## src/rtl/apb_pkg.sv

```systemverilog
// Shared types and constants for the single-slave APB master.
// Latency: none (types, constants and a pure combinational helper).
// Backpressure: not applicable.
package apb_pkg;

  // Transfer phases; encoding 2'b11 is unused and behaves as ST_IDLE.
  typedef enum logic [1:0] {
    ST_IDLE   = 2'b00,
    ST_SETUP  = 2'b01,
    ST_ACCESS = 2'b10
  } apb_state_t;

  // Byte window owned by the downstream slave.
  localparam logic [31:0] SLAVE_ADDR = 32'h0000_A000;
  localparam logic [31:0] SLAVE_SIZE = 32'h0000_1000;

  // Wide enough for the largest legal timeout (255).
  localparam int unsigned CNT_W = 8;

  // One captured request: direction, byte address, write data.
  typedef struct packed {
    logic        write;
    logic [31:0] addr;
    logic [31:0] wdata;
  } apb_req_t;

  // One response: error flag plus read data (0 for writes and errors).
  typedef struct packed {
    logic        err;
    logic [31:0] rdata;
  } apb_rsp_t;

  // Window check done in 33 bits so base+size can never wrap past 2^32.
  function automatic logic in_window(input logic [31:0] addr,
                                     input logic [31:0] base,
                                     input logic [31:0] size);
    logic [32:0] a;
    logic [32:0] lo;
    logic [32:0] hi;
    a  = {1'b0, addr};
    lo = {1'b0, base};
    hi = {1'b0, base} + {1'b0, size};
    return (a >= lo) && (a < hi);
  endfunction

endpackage

```

## src/rtl/apb_addr_decode.sv

```systemverilog
// Address window decoder: flags a request whose address falls in [BASE, BASE+SIZE).
// Latency: purely combinational, zero cycles.
// Backpressure: none; output simply follows addr_i.
module apb_addr_decode
  import apb_pkg::*;
#(
  parameter logic [31:0] BASE = SLAVE_ADDR,
  parameter logic [31:0] SIZE = SLAVE_SIZE
) (
  input  logic [31:0] addr_i,
  output logic        hit_o
);

  assign hit_o = in_window(addr_i, BASE, SIZE);

endmodule

```

## src/rtl/apb_master.sv

```systemverilog
// Request-driven APB master: turns single valid/ready requests into SETUP/ACCESS transfers.
// Latency: 3 cycles accept->rsp_valid with zero waits, +1 per wait state; decode miss answers next cycle.
// Backpressure: req_ready only in IDLE (one request in flight); responses are one-cycle pulses, never stalled.
module apb_master #(
  // Maximum ACCESS cycles with pready low before abort; legal range 2..255.
  parameter int unsigned TIMEOUT    = 16,
  parameter logic [31:0] SLAVE_SIZE = apb_pkg::SLAVE_SIZE
) (
  input  logic        pclk,
  input  logic        preset,
  // Request side
  input  logic        req_valid,
  output logic        req_ready,
  input  logic        req_write,
  input  logic [31:0] req_addr,
  input  logic [31:0] req_wdata,
  // Response side
  output logic        rsp_valid,
  output logic [31:0] rsp_rdata,
  output logic        rsp_err,
  // APB side
  output logic        psel,
  output logic        penable,
  output logic        pwrite,
  output logic [31:0] paddr,
  output logic [31:0] pwdata,
  input  logic [31:0] prdata,
  input  logic        pready
);
  import apb_pkg::*;

  // Count value at which a still-waiting ACCESS cycle aborts.
  localparam logic [CNT_W-1:0] TMO_LAST = CNT_W'(TIMEOUT - 1);

  apb_state_t       state_q;
  logic [CNT_W-1:0] cnt_q;
  logic             psel_q;
  logic             penable_q;
  apb_req_t         xfer_q;
  logic             rsp_vld_q;
  apb_rsp_t         rsp_q;

  apb_req_t         req_d;
  logic [31:0]      rdata_d;
  logic             hit;
  logic             idle_like;
  logic             accept;
  logic             tmo_hit;

  // Window check on the raw request address.
  apb_addr_decode #(
    .BASE (SLAVE_ADDR),
    .SIZE (SLAVE_SIZE)
  ) u_decode (
    .addr_i (req_addr),
    .hit_o  (hit)
  );

  // The unused 2'b11 encoding behaves exactly like IDLE.
  assign idle_like = (state_q != ST_SETUP) && (state_q != ST_ACCESS);
  assign req_ready = idle_like && !preset;
  assign accept    = req_valid && req_ready;
  assign tmo_hit   = (cnt_q == TMO_LAST);

  // Request capture value and completion data (writes return zero).
  always_comb begin
    req_d       = '0;
    req_d.write = req_write;
    req_d.addr  = req_addr;
    req_d.wdata = req_wdata;
    rdata_d     = xfer_q.write ? 32'h0 : prdata;
  end

  // Transfer FSM with registered APB controls, timeout counter and response pulse.
  always_ff @(posedge pclk or posedge preset) begin
    if (preset) begin
      state_q   <= ST_IDLE;
      cnt_q     <= '0;
      psel_q    <= 1'b0;
      penable_q <= 1'b0;
      xfer_q    <= '0;
      rsp_vld_q <= 1'b0;
      rsp_q     <= '0;
    end else begin
      // Response is a single-cycle pulse; data is zero whenever it is not valid.
      rsp_vld_q <= 1'b0;
      rsp_q     <= '0;
      case (state_q)
        ST_SETUP: begin
          state_q   <= ST_ACCESS;
          psel_q    <= 1'b1;
          penable_q <= 1'b1;
          cnt_q     <= '0;
        end
        ST_ACCESS: begin
          if (pready) begin
            // Completion takes priority over a timeout on the same cycle.
            state_q    <= ST_IDLE;
            psel_q     <= 1'b0;
            penable_q  <= 1'b0;
            rsp_vld_q  <= 1'b1;
            rsp_q.err  <= 1'b0;
            rsp_q.rdata <= rdata_d;
          end else if (tmo_hit) begin
            state_q    <= ST_IDLE;
            psel_q     <= 1'b0;
            penable_q  <= 1'b0;
            rsp_vld_q  <= 1'b1;
            rsp_q.err  <= 1'b1;
            rsp_q.rdata <= 32'h0;
          end else begin
            cnt_q <= cnt_q + CNT_W'(1);
          end
        end
        default: begin
          // IDLE (and the illegal encoding): bus quiet, address/data hold last values.
          state_q   <= ST_IDLE;
          psel_q    <= 1'b0;
          penable_q <= 1'b0;
          if (accept) begin
            if (hit) begin
              state_q <= ST_SETUP;
              psel_q  <= 1'b1;
              xfer_q  <= req_d;
            end else begin
              // Decode miss never touches the bus; answer with an error next cycle.
              rsp_vld_q   <= 1'b1;
              rsp_q.err   <= 1'b1;
              rsp_q.rdata <= 32'h0;
            end
          end
        end
      endcase
    end
  end

  assign psel      = psel_q;
  assign penable   = penable_q;
  assign pwrite    = xfer_q.write;
  assign paddr     = xfer_q.addr;
  assign pwdata    = xfer_q.wdata;
  assign rsp_valid = rsp_vld_q;
  assign rsp_err   = rsp_q.err;
  assign rsp_rdata = rsp_q.rdata;

endmodule
```

## config.mk

```make
export PLATFORM = sky130hd
export DESIGN_NAME = apb_master
export DESIGN_NICKNAME = d
export VERILOG_FILES = /design/src/rtl/apb_pkg.sv /design/src/rtl/apb_addr_decode.sv /design/src/rtl/apb_master.sv
export SDC_FILE = /design/constraint.sdc
export NUM_CORES = 1
export LEC_CHECK = 0
export CORE_MARGIN = 3
export CORE_UTILIZATION = 25
export CTS_BUF_LIST = sky130_fd_sc_hd__clkbuf_8 sky130_fd_sc_hd__clkbuf_16
export DETAILED_ROUTE_END_ITERATION = 8
export PLACE_DENSITY_LB_ADDON = 0.12
export SLEW_MARGIN = 20
export SYNTH_ARGS = -nofsm -noshare
export SYNTH_HDL_FRONTEND = slang
export SYNTH_SLANG_ARGS = --single-unit
```

## constraint.sdc

```tcl
create_clock -name pclk -period 4.3 [get_ports pclk]
set_input_delay 0.86 -clock pclk [delete_from_list [all_inputs] [get_ports pclk]]
set_output_delay 0.86 -clock pclk [all_outputs]
set_load 0.01 [all_outputs]
```

== After elaboration in Yosys (flattened, before gate mapping) ==
Cells that the tools add are included.

* Bits of input ports: 101
* Output and inout port bits: 102
* Register bits after elaboration: 111

* Add/subtract/negate cells: 1
* Bitwise gates (word level): 1
* Magnitude comparators: 2
* Reduce and logical (&&, ||, !) cells: 9
* Equal/unequal tests: 8
* Multiplexer cells: 25

{| class="wikitable"
|+ Operator list
! cell !! count
|-
| $mux W33 || 4
|-
| $pmux W33 S2 || 1
|-
| $ge A32 B16 Y1 const B || 1
|-
| $lt A32 B16 Y1 const B || 1
|-
| $mux W32 || 1
|-
| $mux W8 || 2
|-
| $pmux W8 S2 || 1
|-
| $mux W1 || 10
|-
| $add A8 B1 Y8 const B || 1
|-
| $eq A8 B4 Y1 const B || 1
|-
| $ne A2 B2 Y1 const B || 3
|-
| $pmux W1 S2 || 3
|-
| $reduce_and A3 Y1 || 2
|-
| $logic_and A1 B1 Y1 || 4
|-
| $mux W2 || 2
|-
| $pmux W2 S2 || 1
|-
| $ne A3 B3 Y1 const B || 1
|-
| $eq A2 B1 Y1 const B || 1
|-
| $eq A2 B2 Y1 const B || 1
|-
| $ne A2 B1 Y1 const B || 1
|-
| $reduce_bool A2 Y1 || 1
|-
| $reduce_or A2 Y1 || 1
|-
| $logic_not A1 Y1 || 1
|-
| $not A1 Y1 || 1
|}

== Depth between registers and ports, before layout ==
Gate-level depths: netlist (run 1).

* Word-level depth: 6
* Depth in mapped cells: 8
* Gate-level depth less buffers: 6

== Cells and area by module ==
From an unflattened synthesis (run 1), not the netlist that was laid out.

* Cell total of the unflattened synthesis: 284
* Area total of the unflattened synthesis: 4,202.8 µm²

{| class="wikitable"
|+ Modules (own cells, without submodules)
! module !! area each (µm²) !! cells each !! times used
|-
| apb_master || 4,135.2 || 276 || 1
|-
| apb_addr_decode || 67.6 || 8 || 1
|}

== Worst setup path before layout (run 1) ==
Ideal clock, no wire load.

* Path type: in2reg
* Start: input port req_addr[21]
* End: register xfer_q (netlist bit pwdata[0])
* Setup slack: 2.051 ns
* Stages: 6
* Setup time: 0.127 ns
* Arrival: 2.121 ns
* Data required time: 4.173 ns
* Cells stage by stage: nor4_1 > nand3_1 > nor3_2 > buf_4 > buf_6 > mux2_1

* Cells in the longest elaborated chain, start to end: 3
* Elaborated cells between the ends (all ways): 4
* Those cells by class: order compare: 2; reduce/logical: 2

{| class="wikitable"
|+ RTL lines
! element !! line !! text
|-
| start: declaration || apb_master.sv:15 || <nowiki>input logic [31:0] req_addr,</nowiki>
|-
| $ge A32 B16 Y1 / $lt A32 B16 Y1 (equally long branches) || apb_pkg.sv:43 || <nowiki>return (a >= lo) && (a < hi);</nowiki>
|-
| $logic_and A1 B1 Y1 * || apb_pkg.sv:43 ||
|-
| $reduce_and A3 Y1 (no source line) * || n/a ||
|-
| end signal: assignment || apb_master.sv:124 || <nowiki>xfer_q <= req_d;</nowiki>
|-
| end: declaration || apb_master.sv:39 || <nowiki>apb_req_t xfer_q;</nowiki>
|}

Mark *: on every way between the ends. The rest lies on a longest branch, timed or not.
A chain may end at the register's enable or synchronous reset.

== Worst setup path in the final report (run 1) ==
* Start: input port preset
* End: output port req_ready

* Cells in the longest elaborated chain, start to end: 2

{| class="wikitable"
|+ RTL lines
! element !! line !! text
|-
| start: declaration || apb_master.sv:10 || <nowiki>input logic preset,</nowiki>
|-
| $logic_not A1 Y1 (no source line) || n/a ||
|-
| $logic_and A1 B1 Y1 || apb_master.sv:61 || <nowiki>assign req_ready = idle_like && !preset;</nowiki>
|-
| end: declaration || apb_master.sv:13 || <nowiki>output logic req_ready,</nowiki>
|}

No other way between the ends.

==> results of run 1 <==
[sequential cells by signal, indices dropped and copies added (netlist names)]
register / cells
paddr: 32
cnt_q: 8
psel: 1
pwdata: 32
state_q: 2
pwrite: 1
rsp_valid: 1
rsp_err: 1
rsp_rdata: 32
[power by group through the flow]
stage | combinational (mW) | sequential (mW) | clock [mW]
CTS | 0.125 | 1.03 | 0.942
global route | 0.134 | 1.03 | 0.978
floorplan | 0.0192 | 1.06 | 0
detailed placement | 0.124 | 1.06 | 0
finish | 0.121 | 1.03 | 0.898
global placement | 0.123 | 1.06 | 0
[area by class of cell]
type	instances	share of cell area [%]
Sequential cell	110	41.3
Timing Repair Buffer	205	31.1
Multi-Input combinational cell	155	18.6
Tap cell	211	3.96
Clock buffer	10	3.59
Clock inverter	6	1.28
Inverter	3	0.207
[per-stage QoR]
step / cell area, sq um / instances
finish: 6660 / 700
global route: 6660 / 700
CTS: 6660 / 700
detailed placement: 6340 / 684
global placement: 6340 / 684
floorplan: 4050 / 280
[per-layer routing]
metal	global-route usage (%)	wire, microns	up-vias
li1	-	-	1344
met5	0	0	-
met1	15.3	4550	1371
met2	17.6	4390	160
met3	6.80	1420	11
met4	4.97	147	0
[placed cells by master (no fill, tap or decap), types with 2 or more instances in the layout]
master / Yosys / layout
inv_1: 3 / 3
nor4_1: 4 / 4
or2_2: 2 / 2
o21ai_0: 3 / 3
nand4_1: 2 / 2
nand2_1: 16 / 16
a21oi_1: 2 / 2
dfrtp_1: 110 / 110
mux2i_1: 6 / 6
mux2_1: 8 / 8
nand3_1: 3 / 3
ha_1: 3 / 3
mux2_2: 39 / 39
clkbuf_16: 0 / 9
buf_12: 0 / 2
bufinv_16: 0 / 2
and2_1: 31 / 31
nand2b_1: 4 / 4
nor2b_1: 20 / 20
clkdlybuf4s50_1: 0 / 202
[how the worst max path moves through the flow]
stage                       from         to  slack (ns)  cells past startpoint
floorplan                 preset   cnt_q[0]        0.54                      1
global placement          preset  req_ready        1.31                      3
detailed placement  req_addr[27]   paddr[2]        1.28                      6
CTS                       preset  req_ready        1.31                      3
global route              preset  req_ready        1.30                      3
finish                    preset  req_ready        1.32                      3
[cell families (layout without fill, tap and decap cells)]
kind of cell    count (synthesis)  after routing
mux                            53             53
fa+ha+maj                       3              3
compound gates                  8              8
flops                         110            110
xor+xnor                        1              1
buf+inv                        15            224
simple gates                   90             90
==> results.ini, run 1 <==
[clocking]
cts_resized=0
htreeDepth=3
clock_latency_ns=0.34
cts_inserted_buffers=9
post_cts_buffers=0
clk_path_buf_depth=2
cts_hold_buffers=0
ctsRootBufferMaster=clkbuf_16
cts_sinks=110
cts_tree=done
path_clk_slew_ns=0.07

[synth]
synth_xor_area_share_pct=0.216
synth-seq-cells=110
synthesis.instances=280
ys_types=32
synth_edf_count=0
synthesis.area_sq_um=4050
synth_top_family_by_area=multiplexers
ys_top_cells_by_count=110 x dfrtp_1, 39 x mux2_2, 31 x and2_1
synthAdderAreaFrac_pct=0.926
muxShareOfSynthArea_pct=14.5
ys_seq_area_share_pct=67.9
synth_compound_area_share_pct=1.20
synthArstFlopShare_pct=100
yosys-top-cells-area=dfrtp_1 68%, mux2_2 11%, and2_1 4.8%, nor2b_1 3.1%, mux2_1 2.2%
synth.most_common_cell=dfrtp_1
syn_nets=384
synth_area_leader_cell=dfrtp_1
yosysWarnings=0
avgSynthCellArea_sq_um=14.5
synth_simple_gate_area_share_pct=13.3
synth_ff_type=dfrtp_1
synth_top_area_share_pct=67.9

[sta]
slew_headroom_pct=35.7
rsz0062_at_grt=false
tightest_slew_ns=0.964
max_freq_ghz=0.336
hold_viol_final=0
clock_skew_ns=0.00350
setup_violations=0
post-route-period-util_pct=69.2
period_minus_slack_ns=2.98
postLayoutSetupSlackWorst_ns=1.32
setup_tns_ns=0
final_max_slew_viol_count=0
holdWs_ns=0.468

[setup_path]
r2r-start=state_q[1]
start_kind=primary input
worst_r2r_endpoint=paddr[2]
cp_common_cell=clkdlybuf4s50_1
crit_path_end_kind=output pin
critical_path_class=in -> out
worst-r2r-cell-count=7
worstPathMaxFanout=2
critPathBufInv=2
cp_slowest_cell=clkdlybuf4s50_1
r2r_slack_ns=2.06
worstPathCellList=clkdlybuf4s50_1 > nor2b_1 > clkdlybuf4s50_1
cp_data_arrival_time_ns=2.12
critPathMaxStageDelay_ns=0.57
worst_ep_required_time_ns=3.44
crit_family=buffers and inverters

[die]
core_sq_um=15500
die_w_microns=133
placement_rows=45
die_y_microns=133
dieArea_sq_um=17800
io-pin-count=203
start_util_pct=26.1

[global_routing]
antenna_found_initial=0
grt_pass1_wl_microns=17300
grt_max_degree=68
grt_pass1_vias=3184
grt_usage_pct=12.3
grt_overflow=0

[place]
gp_congestion=0.707
dp_hpwl_microns=7620
place_ws_ns=1.28
portBuffers=202

[min_path]
hold_path_end=paddr[13]
hp-class=reg -> reg
hold_path_startpoint=paddr[13]
hold_depth=1

[run_status]
outcome=completed

[routing]
wl_microns=10500
vias_per_cell=4.12
drt_first_pass_iters=4
routedWlPerCell_microns=15.0
drc=0
detail-route-antenna-nets=0
first_iter_violations=78
vias=2886

[cells_and_area]
nets=588
fin_util_pct=42.9
multiInputGateArea_sq_um=1240
area_delta_synth_final_pct=64.3
final-seq-area_sq_um=2750
n_antenna_cell=0
drive_gt1_share_pct=12.9
nFillCells=1467

[power]
pwr-share-seq_pct=50.4
clkPwrFrac_pct=43.7
p_sw_share_pct=19.9
power_switching_uw=408
p_int_mw=1.65
comb_power_share_pct=5.9
power.density_nw_per_um2=308
power_mw=2.05
ir_drop_mv=0.212
power.leakage_nw=3.05

[job]
maxCapViolCount=0

Note: power is estimated with default switching activity, not from simulation.
==> inputs of run 2 (changes only) <==
Clock period 4.3 ns to 2.74 ns, I/O delays scaled along.
==> results.ini, run 2 (synthesis results as in run 1) <==
[place]
gp_congestion=0.688  ; was 0.707
placed_area_sq_um=6370  ; was 6340 sq um
portBuffers=202  ; unchanged
place_ws_ns=0.152  ; was 1.28 ns
dp_cells=687  ; was 684
dp_hpwl_microns=7770  ; was 7620 microns

[sta]
holdWs_ns=0.483  ; was 0.468 ns
max_freq_ghz=0.406
postLayoutSetupSlackWorst_ns=0.280  ; was 1.32 ns
setup_tns_ns=0  ; unchanged
hold_viol_final=0  ; unchanged
slew_headroom_pct=57.0  ; was 35.7%
period_minus_slack_ns=2.46
tightest_slew_ns=0.643  ; was 0.964 ns
post-route-period-util_pct=89.8
rsz0062_at_grt=false  ; unchanged
final_max_slew_viol_count=0  ; unchanged
clock_skew_ns=0.00687  ; was 0.00350 ns
setup_violations=0  ; unchanged

[routing]
wl_microns=10500  ; about the same
detail-route-antenna-nets=0  ; unchanged
first_iter_violations=92  ; was 78
drc=0  ; unchanged
drt_first_pass_iters=4  ; unchanged
routedWlPerCell_microns=14.9  ; was 15.0 microns
vias=2847  ; was 2,886
vias_per_cell=4.05  ; was 4.12

[min_path]
hp-class=reg -> reg  ; unchanged
hold_depth=1  ; unchanged

[power]
power.leakage_nw=3.05  ; about the same
power_mw=3.10  ; was 2.05 mW
ir_drop_mv=0.263  ; was 0.212 mV
power.density_nw_per_um2=465  ; was 308 nW/um^2

[setup_path]
worst_ep_required_time_ns=2.19  ; was 3.44 ns
cp.depth=4  ; was 3
critPathMaxStageDelay_ns=0.57  ; about the same
r2r_slack_ns=0.60  ; was 2.06 ns
cp_data_arrival_time_ns=1.91  ; was 2.12 ns
crit_path_end_kind=output pin  ; unchanged
worst_r2r_endpoint=paddr[11]  ; was paddr[2]
crit_end=req_ready  ; unchanged
start_kind=flip-flop  ; was primary input
critical_path_class=reg -> out  ; was in -> out
worstPathCellList=inv_1 > ha_1 > nor2b_1 > clkdlybuf4s50_1  ; was clkdlybuf4s50_1 > nor2b_1 > clkdlybuf4s50_1
cp-startpoint=state_q[1]  ; was preset
worst-r2r-cell-count=7  ; unchanged
r2r-start=state_q[1]  ; unchanged
cp_slowest_cell=clkdlybuf4s50_1  ; unchanged
worstPathMaxFanout=4  ; was 2
critPathBufInv=2  ; unchanged
crit_family=buffers and inverters  ; unchanged

[global_routing]
grt_usage_pct=12.4  ; was 12.3%
grt_overflow=0  ; unchanged
grt_pass1_wl_microns=17200  ; was 17,300 microns
grt_max_degree=51  ; was 68
grt_pass1_vias=3081  ; was 3,184
antenna_found_initial=0  ; unchanged

[run_status]
outcome=completed  ; unchanged

[clocking]
path_clk_slew_ns=0.07  ; about the same
htreeDepth=3  ; unchanged
clock_latency_ns=0.35  ; was 0.34 ns
post_cts_buffers=0  ; unchanged
cts_inserted_buffers=9  ; unchanged
cts_hold_buffers=0  ; unchanged
cts_sinks=110  ; unchanged
clk_path_buf_depth=2  ; unchanged
ctsRootBufferMaster=clkbuf_16  ; unchanged
cts_tree=done  ; unchanged
cts_resized=0  ; unchanged

[die]
die_w_microns=133  ; unchanged
core_sq_um=15500  ; unchanged
die_y_microns=133  ; unchanged
io-pin-count=203  ; unchanged
dieArea_sq_um=17800  ; unchanged
placement_rows=45  ; unchanged
start_util_pct=26.1  ; unchanged

[job]
maxCapViolCount=0  ; unchanged

[cells_and_area]
final_cell_count_no_fill=703  ; was 700
area_delta_synth_final_pct=64.4  ; was 64.3%
drive_gt1_share_pct=13.6  ; was 12.9%
fin_util_pct=42.9  ; about the same
nets=591  ; was 588
final_common_cell=clkdlybuf4s50_1  ; unchanged
mostFrequentLayoutCells=202 x clkdlybuf4s50_1, 110 x dfrtp_1, 39 x mux2_2  ; unchanged
n_antenna_cell=0  ; unchanged
design_area_sq_um=6660  ; about the same

==> run 2: changes by cell type in the layout (fill, tap and decap cells not counted), moves of 2 or more <==
cell        before  now
inv_8            0    2
bufinv_16        2    0
inv_6            1    3
buf_4            1    3
clkinvlp_4       1    3
==> run 2: final cells by class <==
class / instances / area, sq um
Sequential cell: 110 / 2750
Timing Repair Buffer: 208 / 2100
Inverter: 3 / 15.0
Tap cell: 211 / 264
Fill cell: 1479 / 8880
Clock buffer: 9 / 225
Clock inverter: 7 / 63.8
Multi-Input combinational cell: 155 / 1240
==> run 2: worst min path at each step <==
stage / from / end / slack, ns
after floorplan: cnt_q[7] / cnt_q[7] / 0.45
after global placement: paddr[13] / paddr[13] / 0.46
after detailed placement: paddr[15] / paddr[15] / 0.45
final: cnt_q[7] / cnt_q[7] / 0.48
after CTS: paddr[15] / paddr[15] / 0.48
after global routing: cnt_q[7] / cnt_q[7] / 0.51
==> run 2: power by group <==
group,switching [mW],total [mW],internal [mW]
combinational,0.0576,0.194,0.137
sequential,0.000442,1.62,1.62
clock,0.641,1.28,0.640
total,0.699,3.10,2.40
==> run 2: metal layers <==
| metal | vias to the layer above | routed length (microns) | global-route usage [%] |
|---|---|---|---|
| li1 | 1353 | - | - |
| met1 | 1326 | 4520 | 15.1 |
| met2 | 156 | 4320 | 18.1 |
| met3 | 12 | 1460 | 6.84 |
| met4 | 0 | 201 | 5.31 |
| met5 | - | 0 | 0 |
